**config.mk**
```make
export PLATFORM = sky130hd
export DESIGN_NAME = if_unit_flat
export DESIGN_NICKNAME = d
export VERILOG_FILES = /design/src/rtl/if_unit_if.sv /design/src/rtl/if_unit.sv /design/src/flat_wrapper.sv
export SDC_FILE = /design/constraint.sdc
export NUM_CORES = 1
export LEC_CHECK = 0
export ABC_AREA = 1
export CORE_UTILIZATION = 36
export DETAILED_ROUTE_END_ITERATION = 12
export GPL_ROUTABILITY_DRIVEN = 0
export PLACE_DENSITY = 0.76
export SLEW_MARGIN = 10
export SYNTH_ARGS = -nofsm -noshare
export SYNTH_HDL_FRONTEND = slang
export SYNTH_SLANG_ARGS = --single-unit
```
**constraint.sdc**
```tcl
create_clock -name clk -period 2 [get_ports clk]
set_input_delay 0.3 -clock clk [delete_from_list [all_inputs] [get_ports clk]]
set_output_delay 0.3 -clock clk [all_outputs]
set_load 0.03 [all_outputs]
```
**src/rtl/if_unit_if.sv**
```systemverilog
// Instruction-memory req/ack bus between the fetch stage (master) and instruction memory (slave).
// imem_addr is stable while imem_req is high; imem_ack is a one-cycle completion strobe.
interface if_unit_if;
  logic        imem_req;
  logic [31:0] imem_addr;
  logic [31:0] imem_rdata;
  logic        imem_ack;

  modport master (
    output imem_req,
    output imem_addr,
    input  imem_rdata,
    input  imem_ack
  );

  modport slave (
    input  imem_req,
    input  imem_addr,
    output imem_rdata,
    output imem_ack
  );
endinterface

```
**src/rtl/if_unit.sv**
```systemverilog
// Fetch stage: owns PC and IR, and fetches over a variable-latency req/ack bus with a timeout abort.
// The IR loads 1+ cycles after the fetch command, and fetch_busy asks the CU to hold while a request is outstanding.
module if_unit #(
  parameter logic [31:0] PC_RESET = 32'h0000_0000,
  parameter int          TIMEOUT  = 16,
  parameter logic [31:0] NOP_INSN = 32'h0000_0013
) (
  input  logic              clk,
  input  logic              rst,
  input  logic              PC_Write,
  input  logic              IR_Write,
  if_unit_if.master         imem,
  output logic              fetch_busy,
  output logic              ir_valid,
  output logic              fetch_err,
  output logic [31:0]       pc,
  output logic [31:0]       ir,
  output logic [6:0]        opcode,
  output logic [2:0]        funct3,
  output logic [6:0]        funct7,
  output logic [4:0]        rs1,
  output logic [4:0]        rs2,
  output logic [4:0]        rd,
  output logic [31:0]       imm
);

  localparam int          CW       = $clog2(TIMEOUT);
  localparam logic [CW-1:0] CNT_LAST = CW'(TIMEOUT - 1);
  // Low PC bits are forced to zero even if PC_RESET is misaligned.
  localparam logic [31:0] PC_INIT  = {PC_RESET[31:2], 2'b00};

  typedef enum logic [1:0] {IDLE, REQ, DONE} state_t;

  state_t        state;
  logic [CW-1:0] cnt;
  logic          adv;
  logic          req_q;

  assign imem.imem_req  = req_q;
  assign imem.imem_addr = pc;

  always_ff @(posedge clk or posedge rst) begin
    if (rst) begin
      state      <= IDLE;
      pc         <= PC_INIT;
      ir         <= NOP_INSN;
      req_q      <= 1'b0;
      fetch_busy <= 1'b0;
      ir_valid   <= 1'b0;
      fetch_err  <= 1'b0;
      cnt        <= '0;
      adv        <= 1'b0;
    end else begin
      ir_valid <= 1'b0;
      case (state)
        IDLE: begin
          if (IR_Write) begin
            state      <= REQ;
            adv        <= PC_Write;
            fetch_err  <= 1'b0;
            cnt        <= '0;
            req_q      <= 1'b1;
            fetch_busy <= 1'b1;
          end else if (PC_Write) begin
            pc <= pc + 32'd4;
          end
        end
        REQ: begin
          // An ack in the expiry cycle still completes the fetch normally.
          if (imem.imem_ack) begin
            ir         <= imem.imem_rdata;
            if (adv) pc <= pc + 32'd4;
            state      <= DONE;
            req_q      <= 1'b0;
            fetch_busy <= 1'b0;
            ir_valid   <= 1'b1;
          end else if (cnt == CNT_LAST) begin
            ir         <= NOP_INSN;
            fetch_err  <= 1'b1;
            state      <= IDLE;
            req_q      <= 1'b0;
            fetch_busy <= 1'b0;
          end else begin
            cnt <= cnt + CW'(1);
          end
        end
        DONE:    state <= IDLE;
        default: state <= IDLE;
      endcase
    end
  end

  assign opcode = ir[6:0];
  assign funct3 = ir[14:12];
  assign funct7 = ir[31:25];
  assign rs1    = ir[19:15];
  assign rs2    = ir[24:20];
  assign rd     = ir[11:7];

  always_comb begin
    imm = 32'd0;
    case (ir[6:0])
      7'b0010011: imm = {{20{ir[31]}}, ir[31:20]};
      7'b0110111: imm = {ir[31:12], 12'b0};
      default:    imm = 32'd0;
    endcase
  end

endmodule
```
**src/flat_wrapper.sv**
```systemverilog
// flat-port wrapper written by rule: the top's interface ports become plain ports
module if_unit_flat 
#(
  parameter logic [31:0] PC_RESET = 32'h0000_0000,
  parameter int          TIMEOUT  = 16,
  parameter logic [31:0] NOP_INSN = 32'h0000_0013
)
  (clk, rst, PC_Write, IR_Write, fetch_busy, ir_valid, fetch_err, pc, ir, opcode, funct3, funct7, rs1, rs2, rd, imm, imem_imem_req, imem_imem_addr, imem_imem_rdata, imem_imem_ack);
  if_unit_if imem_i ();
  input  logic clk;
  input  logic rst;
  input  logic PC_Write;
  input  logic IR_Write;
  output logic fetch_busy;
  output logic ir_valid;
  output logic fetch_err;
  output logic [31:0] pc;
  output logic [31:0] ir;
  output logic [6:0] opcode;
  output logic [2:0] funct3;
  output logic [6:0] funct7;
  output logic [4:0] rs1;
  output logic [4:0] rs2;
  output logic [4:0] rd;
  output logic [31:0] imm;
  output wire logic [$bits(imem_i.imem_req)-1:0] imem_imem_req;
  output wire logic [$bits(imem_i.imem_addr)-1:0] imem_imem_addr;
  input wire logic [$bits(imem_i.imem_rdata)-1:0] imem_imem_rdata;
  input wire logic [$bits(imem_i.imem_ack)-1:0] imem_imem_ack;
  assign imem_imem_req = imem_i.imem_req;
  assign imem_imem_addr = imem_i.imem_addr;
  assign imem_i.imem_rdata = imem_imem_rdata;
  assign imem_i.imem_ack = imem_imem_ack;
  if_unit #(.PC_RESET(PC_RESET), .TIMEOUT(TIMEOUT), .NOP_INSN(NOP_INSN)) u_core (.clk(clk), .rst(rst), .PC_Write(PC_Write), .IR_Write(IR_Write), .imem(imem_i), .fetch_busy(fetch_busy), .ir_valid(ir_valid), .fetch_err(fetch_err), .pc(pc), .ir(ir), .opcode(opcode), .funct3(funct3), .funct7(funct7), .rs1(rs1), .rs2(rs2), .rd(rd), .imm(imm));
endmodule
```
=== Yosys cells after proc, flatten, opt, wreduce, memory -nomap -nowiden ===
Cells that the tools add are included.

* Bits in writable memories: 0
* Register bits: 74
* Bits of input ports: 37
* Output and inout bits: 164
* Memories kept: 0
* Latch bits: 0
* Logic and storage cells: 59
* Bits in read-only memories: 0

* Divide/modulo/power cells: 0
* Multipliers: 0
* Shifts and indexed selects: 0
* Muxes and demuxes: 26
* Order comparisons: 0
* Bitwise operators: 0
* Add/sub/neg operators: 2
* Eq/ne operators: 13
* Reductions and logical operators: 10

{| class="wikitable"
|+ Operators with widths
! kind !! count
|-
| 2-to-1 mux 32 bit || 6
|-
| one-hot mux 32 bit (2 select lines) || 2
|-
| adder 32 x 3 -> 32 bit (second input constant) || 1
|-
| 2-to-1 mux 4 bit || 3
|-
| inequality test 2 bit (second input constant) || 6
|-
| 2-to-1 mux 1 bit || 8
|-
| one-hot mux 4 bit (2 select lines) || 1
|-
| AND reduction 4 bit || 2
|-
| equality test 7 x 5 -> 1 bit (second input constant) || 1
|-
| equality test 7 x 6 -> 1 bit (second input constant) || 1
|-
| 2-to-1 mux 2 bit || 3
|-
| AND reduction 2 bit || 3
|-
| AND reduction 5 bit || 1
|-
| adder 4 x 1 -> 4 bit (second input constant) || 1
|-
| equality test 4 bit (second input constant) || 1
|-
| inequality test 2 x 1 -> 1 bit (second input constant) || 2
|-
| one-hot mux 1 bit (2 select lines) || 2
|-
| one-hot mux 2 bit (2 select lines) || 1
|-
| nonzero test 2 bit || 2
|-
| inequality test 3 x 2 -> 1 bit (second input constant) || 1
|-
| AND reduction 3 bit || 1
|-
| equality test 2 x 1 -> 1 bit (second input constant) || 1
|-
| zero test 2 bit || 1
|}

=== Depth between registers and ports, before layout ===
Gate-level depths: netlist of the first run.

* Depth in word-level cells: 4
* Depth in mapped cells: 9
* Mapped depth without buffers: 9

=== Worst setup path after synthesis of the first run ===
No wires, ideal clock.

* Path kind: register to output
* From: reg u_core.ir[4]
* To: out imm[13]
* Data arrival time: 2.113 ns
* Setup slack: -0.413 ns
* Cell stages (with the launch flop): 8
* Data required time: 1.700 ns
* Path buffers: 1
* Cell sequence: dfstp_2 -> inv_1 -> nor2_1 -> nand4_1 -> nor2_1 -> inv_2 -> clkbuf_1 -> o21ai_0

* Longest elaborated chain between the ends: 2
* Elaborated cells between the ends (all ways): 3
* Classes of those cells: eq/ne: 2; mux: 1

{| class="wikitable"
|+ Ends and longest elaborated chain
! element !! line !! RTL
|-
| from (decl) || if_unit.sv:17 || <nowiki>output logic [31:0] ir,</nowiki>
|-
| from (signal assigned) || if_unit.sv:71 || <nowiki>ir <= imem.imem_rdata;</nowiki>
|-
| equality test 7 x 6 -> 1 bit / equality test 7 x 5 -> 1 bit (equally long branches) || if_unit.sv:102 || <nowiki>case (ir[6:0])</nowiki>
|-
| one-hot mux 32 bit (2 select lines) * || if_unit.sv:102 ||
|-
| to (decl) || flat_wrapper.sv:25 || <nowiki>output logic [31:0] imm;</nowiki>
|}

Every way passes the cells marked *; elsewhere a longest branch is shown, timed or not.

=== Worst setup path in the final report of the first run ===
* From: reg u_core.ir[4]
* To: out imm[28]

The elaborated chain is that of the path after synthesis.

==> metrics.csv, run 1 <==
stage,metric,value,unit
timing,Final setup viols,22,
timing,RSZ-0062 raised after global routing,true,
power_and_ir_drop,Power Total,9670,uW
detailed_routing,final WL,12600,um
power_and_ir_drop,power per cell area,1490,nW/um2
power_and_ir_drop,Sw Share,0.453,
worst_setup_path,CP max FO,10,
timing,Final Hold Viols,0,
power_and_ir_drop,Max VDD drop,1.23,mV
final_layout,Fillers,902,
timing,Tcrit/Tclk final,1.04,
power_and_ir_drop,clock network power share,0.195,
detailed_routing,Via-to-Cell Ratio,4.80,
detailed_routing,Pre-antenna DRT Iters,4,
cts,clock buffer depth,2,
cts,Inserted Clock Buffers,9,
run_status,run status,"finished, violations left",
timing,Total Neg Setup Slack,-1450,ps
worst_setup_path,crit path DAT,1780,ps
power_and_ir_drop,Seq pwr share,0.255,
yosys,synth unique cells,33,
floorplanning,Die Area,11700,um2
final_layout,most frequent cells in the layout,"clkdlybuf4s50_1, nand2_1, dfrtp_1",
worst_setup_path,most used cell along the critical path,buf_6,
floorplanning,I/O pin count,201,
cts,clock sinks,72,
cts,"Clk pin slew, worst setup/hold paths",60,ps
placed_design,# port buffers,196,
floorplanning,die boundary height,108,um
floorplanning,CORE AREA,10900,um2
final_layout,Final Non-Filler Cells,810,
global_routing,gr ovfl total,0,
timing,fmax,480,MHz
flow_run,max-capacitance violation count,0,
timing,max-slew violations,0,
yosys,syn avg cell area,7.88,um2
detailed_routing,post-DR wirelength/cell,15.6,um
detailed_routing,via count,3890,
cts,latest clock arrival within the worst-skew pair,320,ps
worst_setup_path,startpoint types,flip-flop,
detailed_routing,DR iter-0 viols,207,
global_routing,Tot GR Track Use,0.203,
yosys,Yosys reg bits,72,
yosys,post-synth top area share,0.424,
yosys,register area share after synthesis,0.443,
final_layout,"most common cell after layout, fill and taps aside",clkdlybuf4s50_1,
worst_setup_path,critical path's slowest cell,dfstp_2,
global_routing,vias in the first global route,3714,
worst_setup_path,ordered list of cells on the worst path,inv_2 > nor2_2 > nand4_1 > buf_6 > nor2_4 > buf_12 > inv_12 > o21ai_2 > buf_6,
yosys,Syn. warnings,0,
yosys,Yosys top cell by area,dfrtp_1,
cts,CTS root buf,clkbuf_16,
yosys,Synth Cell Area,4070,um2
cts,H-tree level count,3,
timing,hold_ws,430,ps
global_routing,largest net degree at the start of global routing,73,
final_layout,nets,704,
final_layout,share of cells above drive strength 1,0.167,
floorplanning,die width,108,um
worst_setup_path,Max stage delay on crit path,530,ps
worst_setup_path,crit path capture type,output pin,
yosys,number of flops mapped to enable cells by yosys,0,
yosys,main area contributors after synthesis,"dfrtp_1, buf_4, nand2_1, inv_1, o21ai_0",
timing,Final min period,2080,ps
timing,"Worst Setup Slack, final",-83.7,ps
placed_design,detailed placer's ending HPWL,8730,um
timing,Worst Skew,5.88,ps
final_layout,# diodes,0,
floorplanning,row cnt,38,
power_and_ir_drop,combinational group share of total power,0.551,
yosys,asr flop ratio synth,1.00,
cts,CTS tree,done,
placed_design,DP Cell Count,786,
worst_setup_path,"Worst Path Class, Setup",reg2out,
placed_design,Place WS,92.3,ps
worst_setup_path,Worst Path Required,1700,ps
yosys,top_reg_cell synth,dfrtp_1,
global_routing,initial antenna violation count,0,
final_layout,P&R area growth vs syn,59.8,%
power_and_ir_drop,sw power,4380,uW
floorplanning,Initial Util,0.373,
power_and_ir_drop,P_leak,0.00294,uW
power_and_ir_drop,Pint,5290,uW
detailed_routing,Routed Antenna Nets,0,
hold_path,worst hold path type,in2async,
yosys,Mapped Cells,517,
run_status,failing checks,setup timing,
detailed_routing,remaining routing DRC violations,0,
global_routing,first-pass GRT wire length,18500,um
## state kept, by name, indices dropped and copies added, names as in the netlist
| register | count |
|---|---|
| u_core.ir | 32 |
| u_core.imem.imem_addr | 30 |
| u_core.cnt | 4 |
| u_core.state | 2 |
| u_core.adv | 1 |
| u_core.fetch_busy | 1 |
| u_core.fetch_err | 1 |
| u_core.ir_valid | 1 |
## worst max-delay path: cells and delay by family (launching register included)
kind / cells / cell delay, ps
compound gates: 1 / 70
buf+inv: 5 / 560
flops: 1 / 530
simple gates: 3 / 290
## per-layer routing
metal,track usage,routed length (um),up-vias
met5,0,0,-
met4,0.0579,313,0
met3,0.0488,893,22
met2,0.381,6390,168
met1,0.227,5040,1857
li1,-,-,1843
## what timing repair did
action / CTS / global route
setup buffers: 4 / 0
hold buffers: 0 / 0
cloned: 4 / 0
resized for setup: 57 / 36
pin swaps: 4 / 2
setup endpoints to repair: 31 / 32
## cells by family (layout without fill, tap and decap cells)
kind of cell               after synthesis  after routing  synth area share
buffers and inverters                  148            298             0.201
xor gates and xnor gates                16             16            0.0344
adders and majority gates                2              2           0.00614
AOI/OAI and AO/OA                       57             57            0.0771
other                                    1              4          0.000920
DFF                                     72             72             0.443
muxes                                    1              1           0.00276
and+or+nand+nor                        220            220             0.235
## layout make-up
cell class,instances,area [um2],area share
inverter,70,279,0.0429
clock buffer,11,253,0.0388
sequential,72,1810,0.277
timing repair inverter,2,20.0,0.00307
timing repair buffer,210,2180,0.334
tap,140,175,0.0269
clock inverter,5,103,0.0158
multi-input combinational,300,1700,0.261
## path summary, 6_finish.rpt
check | slack (ps) | startpoint | depth (start not counted) | endpoint
setup / recovery | -80 | u_core.ir[4] | 9 | imm[28]
hold / removal | 430 | rst | 3 | u_core.ir_valid
hold reg to reg | 500 | u_core.fetch_err | 1 | u_core.fetch_err
min in group clk | 500 | u_core.fetch_err | 1 | u_core.fetch_err
max in group asynchronous | 1240 | rst | 3 | u_core.ir[0]
setup reg to reg | 400 | u_core.cnt[0] | 7 | u_core.ir[29]
## synthesized netlist by cell type (3+ instances only)
| cell | number |
|---|---|
| buf_4 | 67 |
| xor2_1 | 10 |
| dfrtp_1 | 69 |
| nand2_1 | 115 |
| a22o_1 | 5 |
| xnor2_1 | 6 |
| buf_2 | 3 |
| clkbuf_1 | 7 |
| nand3_1 | 20 |
| nand4_1 | 15 |
| nor2_1 | 50 |
| nor3_1 | 8 |
| a21oi_1 | 6 |
| o21ai_0 | 42 |
| dfstp_2 | 3 |
| inv_1 | 69 |
## power by group through the flow
stage / clock [uW] / combinational, uW / sequential, uW
after floorplan: 0 / 2540 / 3190
after global placement: 0 / 4880 / 2450
after detailed placement: 0 / 4930 / 2480
after CTS: 1910 / 5160 / 2450
after global routing: 1980 / 5590 / 2540
final: 1880 / 5320 / 2460
## per-stage QoR
step / area (um2) / util
finish: 6510 / 0.595
global route: 6510 / 0.595
CTS: 6350 / 0.581
detailed placement: 5740 / 0.525
global placement: 5740 / 0.525
floorplan: 4150 / -
No activity file was read; power rests on OpenSTA's default activity.
==> run 2: changes to the inputs <==
--- a/config.mk
+++ b/config.mk
@@ -6,10 +6,11 @@
 export NUM_CORES = 1
 export LEC_CHECK = 0
 export ABC_AREA = 1
-export CORE_UTILIZATION = 36
+export CORE_UTILIZATION = 37
+export CTS_CLUSTER_DIAMETER = 100
 export DETAILED_ROUTE_END_ITERATION = 12
 export GPL_ROUTABILITY_DRIVEN = 0
-export PLACE_DENSITY = 0.76
+export PLACE_DENSITY = 0.77
 export SLEW_MARGIN = 10
 export SYNTH_ARGS = -nofsm -noshare
 export SYNTH_HDL_FRONTEND = slang
==> run 2 against run 1 <==
The run still ends with setup timing left. Die area decreased by 2.7%. Worst hold slack got worse by 21 ps. Clock skew increased by 6.0 ps. First-iteration DRC count increased by 17%. Non-clock buffer count increased by 5. Utilization increased by 0.48 points. Register-to-register slack about the same. Highest routed layer unchanged. Via count increased by 2.2%. Cell count increased by 0.12%. Sequential share of layout area increased by 0.90 points. Fmax decreased by 0.83%. Critical path type unchanged.
==> metrics.csv, run 2 (synthesis results as in run 1) <==
stage,metric,value,unit
worst_setup_path,crit path capture,imm[23],
detailed_routing,final WL,12400,um
worst_setup_path,crit path DAT,1800,ps
run_status,run status,"finished, violations left",
final_layout,share of cells above drive strength 1,0.160,
placed_design,Place WS,45.7,ps
global_routing,initial antenna violation count,0,
cts,latest clock arrival within the worst-skew pair,350,ps
worst_setup_path,WP buf/inv,4,
worst_setup_path,most used cell along the critical path,buf_6,
worst_setup_path,critical path's slowest cell,dfstp_2,
worst_setup_path,R2R Path Start,u_core.imem.imem_addr[3],
global_routing,largest net degree at the start of global routing,73,
worst_setup_path,"Worst Path Class, Setup",reg2out,
final_layout,most frequent cells in the layout,"clkdlybuf4s50_1, nand2_1, dfrtp_1",
final_layout,nets,709,
timing,max-slew violations,0,
timing,Final Hold Viols,0,
final_layout,Fillers,895,
cts,clock buffer depth,2,
timing,Total Neg Setup Slack,-1830,ps
worst_setup_path,r2r worst-path depth,8,
worst_setup_path,Max stage delay on crit path,540,ps
cts,Hold Buf Count CTS,0,
power_and_ir_drop,Max VDD drop,1.14,mV
final_layout,P&R area growth vs syn,54.8,%
worst_setup_path,R2R Setup Slk,410,ps
worst_setup_path,critical path's top delay family,flip-flops,
final_layout,Largest register FFs,32,
floorplanning,CORE AREA,10500,um2
cts,CTS root buf,clkbuf_8,
worst_setup_path,CP Launch Point,u_core.ir[4],
final_layout,# diodes,0,
flow_run,max-capacitance violation count,0,
worst_setup_path,ordered list of cells on the worst path,inv_2 > nor2_1 > nand4_1 > nor2_4 > buf_6 > inv_8 > o21ai_4 > buf_6,
floorplanning,die width,107,um
timing,fmax,476,MHz
detailed_routing,post-DR wirelength/cell,15.3,um
cts,clock sinks,72,
detailed_routing,Routed Antenna Nets,0,
cts,H-tree level count,3,
timing,hold_ws,409,ps
timing,Final min period,2100,ps
power_and_ir_drop,P_leak,0.00291,uW
worst_setup_path,crit path capture type,output pin,
cts,"Clk pin slew, worst setup/hold paths",80,ps
global_routing,first-pass GRT wire length,19600,um
worst_setup_path,r2r endpoint,u_core.imem.imem_addr[26],
power_and_ir_drop,power per cell area,1460,nW/um2
worst_setup_path,CP max FO,5,
floorplanning,I/O pin count,201,
timing,Worst Skew,11.9,ps
hold_path,worst hold path type,in2async,
final_layout,"most common cell after layout, fill and taps aside",clkdlybuf4s50_1,
global_routing,vias in the first global route,3977,
final_layout,Final Non-Filler Cells,811,
floorplanning,Initial Util,0.388,
global_routing,gr ovfl total,0,
worst_setup_path,Worst Path Required,1700,ps
cts,Inserted Clock Buffers,9,
detailed_routing,DR iter-0 viols,242,
detailed_routing,Via-to-Cell Ratio,4.90,
detailed_routing,remaining routing DRC violations,0,
timing,Final setup viols,28,
cts,CTS tree,done,
floorplanning,die boundary height,107,um
run_status,failing checks,setup timing,
worst_setup_path,Crit. path cell count,8,
placed_design,detailed placer's ending HPWL,8790,um
timing,Tcrit/Tclk final,1.05,
placed_design,# port buffers,196,
global_routing,Tot GR Track Use,0.219,
floorplanning,row cnt,37,
timing,"Worst Setup Slack, final",-101,ps
detailed_routing,via count,3977,
final_layout,register with the most flip-flops,u_core.ir,
timing,RSZ-0062 raised after global routing,true,
placed_design,DP Cell Count,784,
floorplanning,Die Area,11400,um2
detailed_routing,Pre-antenna DRT Iters,5,
worst_setup_path,startpoint types,flip-flop,
[run 2: changes by cell type in the layout (fill, tap and decap cells not counted), sizes merged]
cell	before	now
clkdlybuf4s50	164	162
bufinv	3	4
clkinvlp	2	1
inv	71	72
buf	46	51
dlymetal6s2s	0	2
clkbuf	11	9
clkinv	1	2
[run 2: how the worst min path moves through the flow]
stage,startpoint,endpoint,slack [ps]
6_report,rst,u_core.ir[28],410
5_1_grt,rst,u_core.ir[28],440
4_1_cts,rst,u_core.ir[21],420
3_5_place_dp,u_core.fetch_err,u_core.fetch_err,490
3_3_place_gp,u_core.fetch_err,u_core.fetch_err,480
2_1_floorplan,imem_imem_rdata[3],u_core.ir[3],420
[run 2: cell type report]
type                            instances  area [um2]  area share
Timing Repair Buffer                  215        2160       0.342
Sequential cell                        72        1810       0.286
Multi-Input combinational cell        300        1610       0.255
Inverter                               70         274      0.0434
Tap cell                              136         170      0.0270
Clock inverter                          7         143      0.0226
Clock buffer                            9         124      0.0196
Timing Repair inverter                  2        22.5     0.00357
[run 2: power breakdown]
group / leakage, uW / switching, uW / internal, uW
Sequential: 0.000893 / 508 / 1940
Clock: 0.000134 / 572 / 959
Combinational: 0.00189 / 3170 / 2040
[run 2: through the flow]
| step | power [uW] | instance area, um2 | utilization |
|---|---|---|---|
| 3_3_place_gp | 7370 | 5750 | 0.547 |
| 6_report | 9190 | 6310 | 0.600 |
| 3_5_place_dp | 7460 | 5750 | 0.547 |
| 2_1_floorplan | 5730 | 4150 | - |
| 5_1_grt | 9630 | 6310 | 0.600 |
| 4_1_cts | 9200 | 6250 | 0.595 |
[run 2: routing by layer]
layer	GRT usage	wire (um)	up-vias
li1	-	-	1855
met1	0.249	4750	1899
met2	0.400	6520	206
met3	0.0462	876	17
met4	0.0822	226	0
met5	0	0	-
[run 2: repair_timing]
action,CTS,global route
pin swaps,3,2
cloned,5,0
setup buffers,4,2
resized for setup,60,7
setup endpoints to repair,31,33
[run 2: worst reg2reg max path: cells and delay by family, from the launching register on]
family	cells	cell delay (ps)
adders and majority gates	1	190
and+or+nand+nor	5	730
DFF	1	430
buffers and inverters	2	140
